==> src/rtl/fir_pkg.sv <==
// fir_pkg: shared widths, FSM encoding and lane slicing for the FIR MAC datapath
package fir_pkg;
    localparam int SAMPLE_W   = 18;
    localparam int COEF_W     = 18;
    localparam int LANES      = 4;
    localparam int WORD_W     = SAMPLE_W * LANES;
    localparam int RAM_ADDR_W = 12;
    localparam int ACCW_DEF   = 48;
    localparam int PROD_W     = SAMPLE_W + COEF_W;
    localparam int SUM_W      = PROD_W + 2;
    typedef enum logic [1:0] {IDLE, RUN, DRAIN} state_t;
    function automatic logic signed [SAMPLE_W-1:0] lane(input logic [WORD_W-1:0] w, input int i);
        return w[SAMPLE_W*i +: SAMPLE_W];
    endfunction
endpackage

==> src/rtl/mac4_lane_sum.sv <==
// mac4_lane_sum: 4 lane-wise signed products summed into one word, 2-cycle latency
// Ports: clock/reset; x_word/h_word packed 4x18 operands with in_valid/in_first/in_last tags;
//        sum is the 38-bit signed lane total, tags delayed to match as out_valid/out_first/out_last.
module mac4_lane_sum
    import fir_pkg::*;
(
    input  logic                    clock,
    input  logic                    reset,
    input  logic                    in_valid,
    input  logic                    in_first,
    input  logic                    in_last,
    input  logic [WORD_W-1:0]       x_word,
    input  logic [WORD_W-1:0]       h_word,
    output logic                    out_valid,
    output logic                    out_first,
    output logic                    out_last,
    output logic signed [SUM_W-1:0] sum
);
    logic signed [PROD_W-1:0] prod [LANES];
    logic [2:0] tag;
    always_ff @(posedge clock) begin
        if (reset) begin
            for (int i = 0; i < LANES; i++) prod[i] <= '0;
            tag <= '0;
            sum <= '0;
            {out_valid, out_first, out_last} <= '0;
        end else begin
            for (int i = 0; i < LANES; i++) prod[i] <= lane(x_word, i) * lane(h_word, i);
            tag <= {in_valid, in_first, in_last};
            sum <= SUM_W'(prod[0]) + SUM_W'(prod[1]) + SUM_W'(prod[2]) + SUM_W'(prod[3]);
            {out_valid, out_first, out_last} <= tag;
        end
    end
endmodule

==> src/rtl/fir_mac4_engine.sv <==
// fir_mac4_engine: per-start 4-tap-per-cycle FIR MAC over N blocks with round/saturate output
// Ports: clock/reset; start pulse with nblk (N-1) latched on accept; ram_addr/coef_addr read
//        addresses with ram_dout/coef_data one cycle later; busy during a run; yout/sat held
//        result with one-cycle out_valid; overrun pulses when start arrives while busy.
module fir_mac4_engine
    import fir_pkg::*;
#(
    parameter int ACCW      = ACCW_DEF,
    parameter int OUT_SHIFT = 17
) (
    input  logic                         clock,
    input  logic                         reset,
    input  logic                         start,
    input  logic [RAM_ADDR_W-1:0]        nblk,
    output logic [RAM_ADDR_W-1:0]        ram_addr,
    input  logic [WORD_W-1:0]            ram_dout,
    output logic [RAM_ADDR_W-1:0]        coef_addr,
    input  logic [WORD_W-1:0]            coef_data,
    output logic                         busy,
    output logic signed [SAMPLE_W-1:0]   yout,
    output logic                         out_valid,
    output logic                         sat,
    output logic                         overrun
);
    localparam logic signed [ACCW:0] HALF = (ACCW+1)'(1) <<< (OUT_SHIFT - 1);
    localparam logic signed [ACCW:0] YMAX = (ACCW+1)'(131071);
    localparam logic signed [ACCW:0] YMIN = (ACCW+1)'(-131072);
    state_t state;
    logic [RAM_ADDR_W-1:0] cnt, nlat;
    logic v1, f1, l1, v2, f2, l2, v4, f4, l4, done;
    logic [WORD_W-1:0] x_q, h_q;
    logic signed [SUM_W-1:0] sum;
    logic signed [ACCW-1:0] acc, sum_x;
    logic signed [ACCW:0] rnd, shf;
    logic hi, lo;
    logic signed [SAMPLE_W-1:0] y_sat;
    assign ram_addr  = cnt;
    assign coef_addr = cnt;
    assign sum_x     = ACCW'(sum);
    always_comb begin
        rnd   = {acc[ACCW-1], acc} + HALF;
        shf   = rnd >>> OUT_SHIFT;
        hi    = shf > YMAX;
        lo    = shf < YMIN;
        y_sat = hi ? 18'sh1ffff : lo ? 18'sh20000 : shf[SAMPLE_W-1:0];
    end
    // Data register stage: operands arrive one cycle after the address and are registered
    // before the multipliers, so the tag chain v1->v2 tracks that extra cycle.
    mac4_lane_sum u_sum (
        .clock     (clock),
        .reset     (reset),
        .in_valid  (v2),
        .in_first  (f2),
        .in_last   (l2),
        .x_word    (x_q),
        .h_word    (h_q),
        .out_valid (v4),
        .out_first (f4),
        .out_last  (l4),
        .sum       (sum)
    );
    always_ff @(posedge clock) begin
        if (reset) begin
            state <= IDLE;
            cnt <= '0;
            nlat <= '0;
            busy <= 1'b0;
            {v1, f1, l1, v2, f2, l2} <= '0;
            x_q <= '0;
            h_q <= '0;
            acc <= '0;
            done <= 1'b0;
            yout <= '0;
            sat <= 1'b0;
            out_valid <= 1'b0;
            overrun <= 1'b0;
        end else begin
            overrun <= start && state != IDLE;
            {v1, f1, l1} <= {state == RUN, cnt == '0, cnt == nlat};
            {v2, f2, l2} <= {v1, f1, l1};
            x_q <= ram_dout;
            h_q <= coef_data;
            // first block of a run loads, so back-to-back runs never see stale sums
            if (v4) acc <= f4 ? sum_x : acc + sum_x;
            done <= v4 && l4;
            out_valid <= done;
            if (done) begin
                yout <= y_sat;
                sat <= hi || lo;
            end
            if (state == IDLE && start) begin
                state <= RUN;
                cnt <= '0;
                nlat <= nblk;
                busy <= 1'b1;
            end else if (state == RUN) begin
                cnt <= cnt == nlat ? '0 : cnt + 1'b1;
                if (cnt == nlat) state <= DRAIN;
            end else if (state == DRAIN && done) begin
                state <= IDLE;
                busy <= 1'b0;
            end
        end
    end
endmodule

==> config.mk <==
export PLATFORM = sky130hd
export DESIGN_NAME = fir_mac4_engine
export DESIGN_NICKNAME = d
export VERILOG_FILES = /design/src/rtl/fir_pkg.sv /design/src/rtl/mac4_lane_sum.sv /design/src/rtl/fir_mac4_engine.sv
export SDC_FILE = /design/constraint.sdc
export NUM_CORES = 2
export LEC_CHECK = 0
export BUFFER_PORTS_ARGS = -buffer_cell sky130_fd_sc_hd__buf_2
export CAP_MARGIN = 20
export CORE_UTILIZATION = 59
export CTS_BUF_LIST = sky130_fd_sc_hd__clkbuf_8 sky130_fd_sc_hd__clkbuf_16
export CTS_CLUSTER_DIAMETER = 200
export CTS_CLUSTER_SIZE = 24
export DETAILED_ROUTE_END_ITERATION = 12
export GPL_TIMING_DRIVEN = 0
export MAX_ROUTING_LAYER = met4
export PLACE_DENSITY_LB_ADDON = 0.1
export SETUP_SLACK_MARGIN = 0.4
export SKIP_CTS_REPAIR_TIMING = 1
export SYNTH_ARGS = -nofsm -noshare
export SYNTH_HDL_FRONTEND = slang
export SYNTH_SLANG_ARGS = --single-unit
export TNS_END_PERCENT = 30
==> constraint.sdc <==
create_clock -name clock -period 6.9 [get_ports clock]
set_clock_uncertainty 0.15 [all_clocks]
set_input_delay 0.345 -clock clock [delete_from_list [all_inputs] [get_ports clock]]
set_output_delay 0.345 -clock clock [all_outputs]
set_load 0.005 [all_outputs]
==> metrics.yaml <==
synth:
  postSynthAreaPerCell_sq_um: 9.295
  async_reset_ff_share_pct: 0
  synth_top_area_share_pct: 41.52
  yosysTopAreaCell: "fa_1"
  seq_area_frac_synth_pct: 12.99
  syn_area_sq_um: 67020
  synthCells: 7210
  yosys_warnings: 0
  ys.flop_type: "dfxtp_1"
  synth_seq_cells: 435
  synth_edf_count: 0
  synth_area_leaders: "fa_1 42%, dfxtp_1 13%, ha_1 8.6%"
  synth_fp_nets: 9218
  synth.most_common_cell: "inv_1"
  synthDistinctLibCells: 85
  ys_top_cells_by_count: "1492 x inv_1, 1390 x fa_1, 736 x nand2_1"
die:
  dieWidth_microns: 339.0
  start_util_pct: 59.57
  num_rows: 123
  io_pins: 205
  die_y_microns: 339.0
  dieArea_sq_um: 114900
  core_sq_um: 112500
clocking:
  path_clk_slew_ps: 120
  htree_num_levels: 1
  cts_made_buffers: 22
  clk-insertion-delay-late_ps: 650
  tritoncts: "done"
  clk_path_buf_depth: 3
  clock_sinks: 435
  cts-root-buf: "clkbuf_16"
worst_setup_path:
  worst_ep_required_time_ps: 7260
  path_max_fanout: 10
  cp-start-kind: "flop"
  cp-end-kind: "flop"
  startpoint: "x_q[44]"
  worstSetupPathType: "flop to flop"
  reg2reg_from: "x_q[44]"
  cp.arrival_ps: 7060
sta:
  hold_viol: 0
  slew_headroom_pct: 15.88
  min_period_over_period_pct: 97.06
  rsz0062_at_grt: "true"
  drv_slew: 0
  fin_crit_ps: 6697
  finalSetupViolCount: 0
  max_clock_freq_ghz: 0.1493
  worst_pin_slew_ps: 1262
  tns_ps: 0
  hold_slack_ps: 274.7
drt:
  wl_microns: 193500
  vias: 50750
  first_iter_violations: 3690
  routed_via_density: 5.494
  drt_first_pass_iters: 5
  final_antenna_net_count: 0
  wl_per_cell_microns: 20.94
  drc: 0
placement:
  dp_hpwl_microns: 155100
  numPortBuffers: 203
  gp_congestion: 0.9834
grt:
  use_met1_pct: 46.98
  grt_pass1_vias: 51290
  grt_max_degree: 25
  antenna_found_initial: 2
  met2_usage_pct: 54.36
  use_met3_pct: 3.740
  grt_overflow: 0
  grt-busiest-layer: "met2"
  grt_pass1_wl_microns: 293500
  grt_usage_pct: 34.52
finish:
  seq_area_sq_um: 9056
  layout-drive-gt1-share_pct: 10.78
  area_growth_pct: 12.29
  post-route-util_pct: 66.89
  nets: 9741
  multi_input_area_sq_um: 52340
  nFillCells: 9161
pwr:
  power_leakage_nw: 37.66
  p_sw_share_pct: 51.03
  clockPowerShare_pct: 8.0
  switchingPower_mw: 10.04
  vdd_ir_drop_max_uv: 348.4
  powerDensity_nw_per_um2: 261.3
  pwr-share-seq_pct: 18.0
  pwr-share-comb_pct: 74.1
  power_mw: 19.67
  intPower_mw: 9.631
min_path:
  min_from: "ram_dout[14]"
  holdCritPathClass: "input port to flop"
run:
  drv_cap: 0
run_status:
  status: "finished clean"
sequential cells by signal, summed over array words and instances, names as in the netlist, 2 cells and up:
register and count:
u_sum.prod 144, h_q 72, x_q 72, acc 48
u_sum.sum 38, yout 18, coef_addr 12, nlat 12
u_sum.tag 3, state 2
power by group through the flow:
stage	Combinational, mW	Sequential [mW]	Clock (mW)
2_1_floorplan	9.89	3.28	0
3_3_place_gp	13.2	3.61	0
3_5_place_dp	13.4	3.60	0
4_1_cts	13.5	3.55	1.59
5_1_grt	16.2	3.55	1.67
6_report	14.6	3.53	1.56
kinds of logic (layout without fill, tap and decap cells):
logic type	after synthesis	count (layout)	share of synthesized area, %
AO/OA/AOI/OAI	698	698	6.997
XOR/XNOR	246	246	3.215
adder cells (fa/ha/maj)	1849	1849	50.09
buffers and inverters	1773	2297	10.06
flip-flops	435	435	12.99
multiplexers	5	5	0.07468
other	0	4	0
AND/OR/NAND/NOR	2204	2204	16.57
placed cells by master (no fill, tap or decap), drive strengths merged, types with 49 or more instances in the layout:
master,synthesis,final
a21o,127,127
nor3,49,49
nor2,329,329
fa,1390,1390
dlygate4sd3,0,159
and2,669,669
nand2,736,736
xor2,90,90
clkbuf,243,166
nor2b,205,205
a21oi,177,177
inv,1492,1491
dfxtp,435,435
ha,459,459
o21ai,126,126
xnor2,156,156
buf,37,476
per-stage QoR:
step,instance area [sq um],instances,setup slack [ps]
after global placement,69960,8913,-1363
final,75250,9238,203.2
after detailed placement,70050,8920,-1233
after floorplan,67070,7210,345.1
after global routing,75250,9235,41.82
after CTS,70650,8945,-1281
area by class of cell:
class | count | area share (%)
Multi-Input combinational cell | 5002 | 69.55
Buffer | 280 | 2.700
Inverter | 1493 | 7.462
Clock buffer | 23 | 0.7648
Clock inverter | 2 | 0.03325
Timing Repair Buffer | 499 | 4.945
Antenna cell | 4 | 0.01330
Tap cell | 1500 | 2.494
Sequential cell | 435 | 12.03
metal layers:
metal / vias to the layer above / share of wire (%) / routed length, microns
met5: - / 0 / 0
met1: 25750 / 42 / 80520
met3: 353 / 7.1 / 13810
met2: 1860 / 48 / 91980
met4: 0 / 3.7 / 7159
li1: 22790 / - / -
final timing paths:
path / slack [ps] / depth (start not counted) / end
worst min register to register: 300 / 1 / u_sum.out_first
worst max-delay path: 200 / 23 / u_sum.prod[0][107]
worst min-delay path: 270 / 3 / x_q[14]
worst max register to register: 200 / 23 / u_sum.prod[0][107]
critical path, cell delays in order (launching register included):
cell and delay, ps:
dfxtp_4 470, buf_6 190, nand2_1 90, fa_1 470, fa_1 620, fa_1 460, fa_1 570, inv_1 60
fa_1 470, inv_1 50, fa_1 470, inv_1 50, ha_1 340, a21o_1 220, a221oi_4 310, buf_4 180
nand2_1 50, o31a_1 340, a31o_4 250, a31oi_4 210, o21ai_2 100, o31ai_2 250, xnor2_1 170, nor2_1 60
Note: power is estimated with default switching activity, not from simulation.
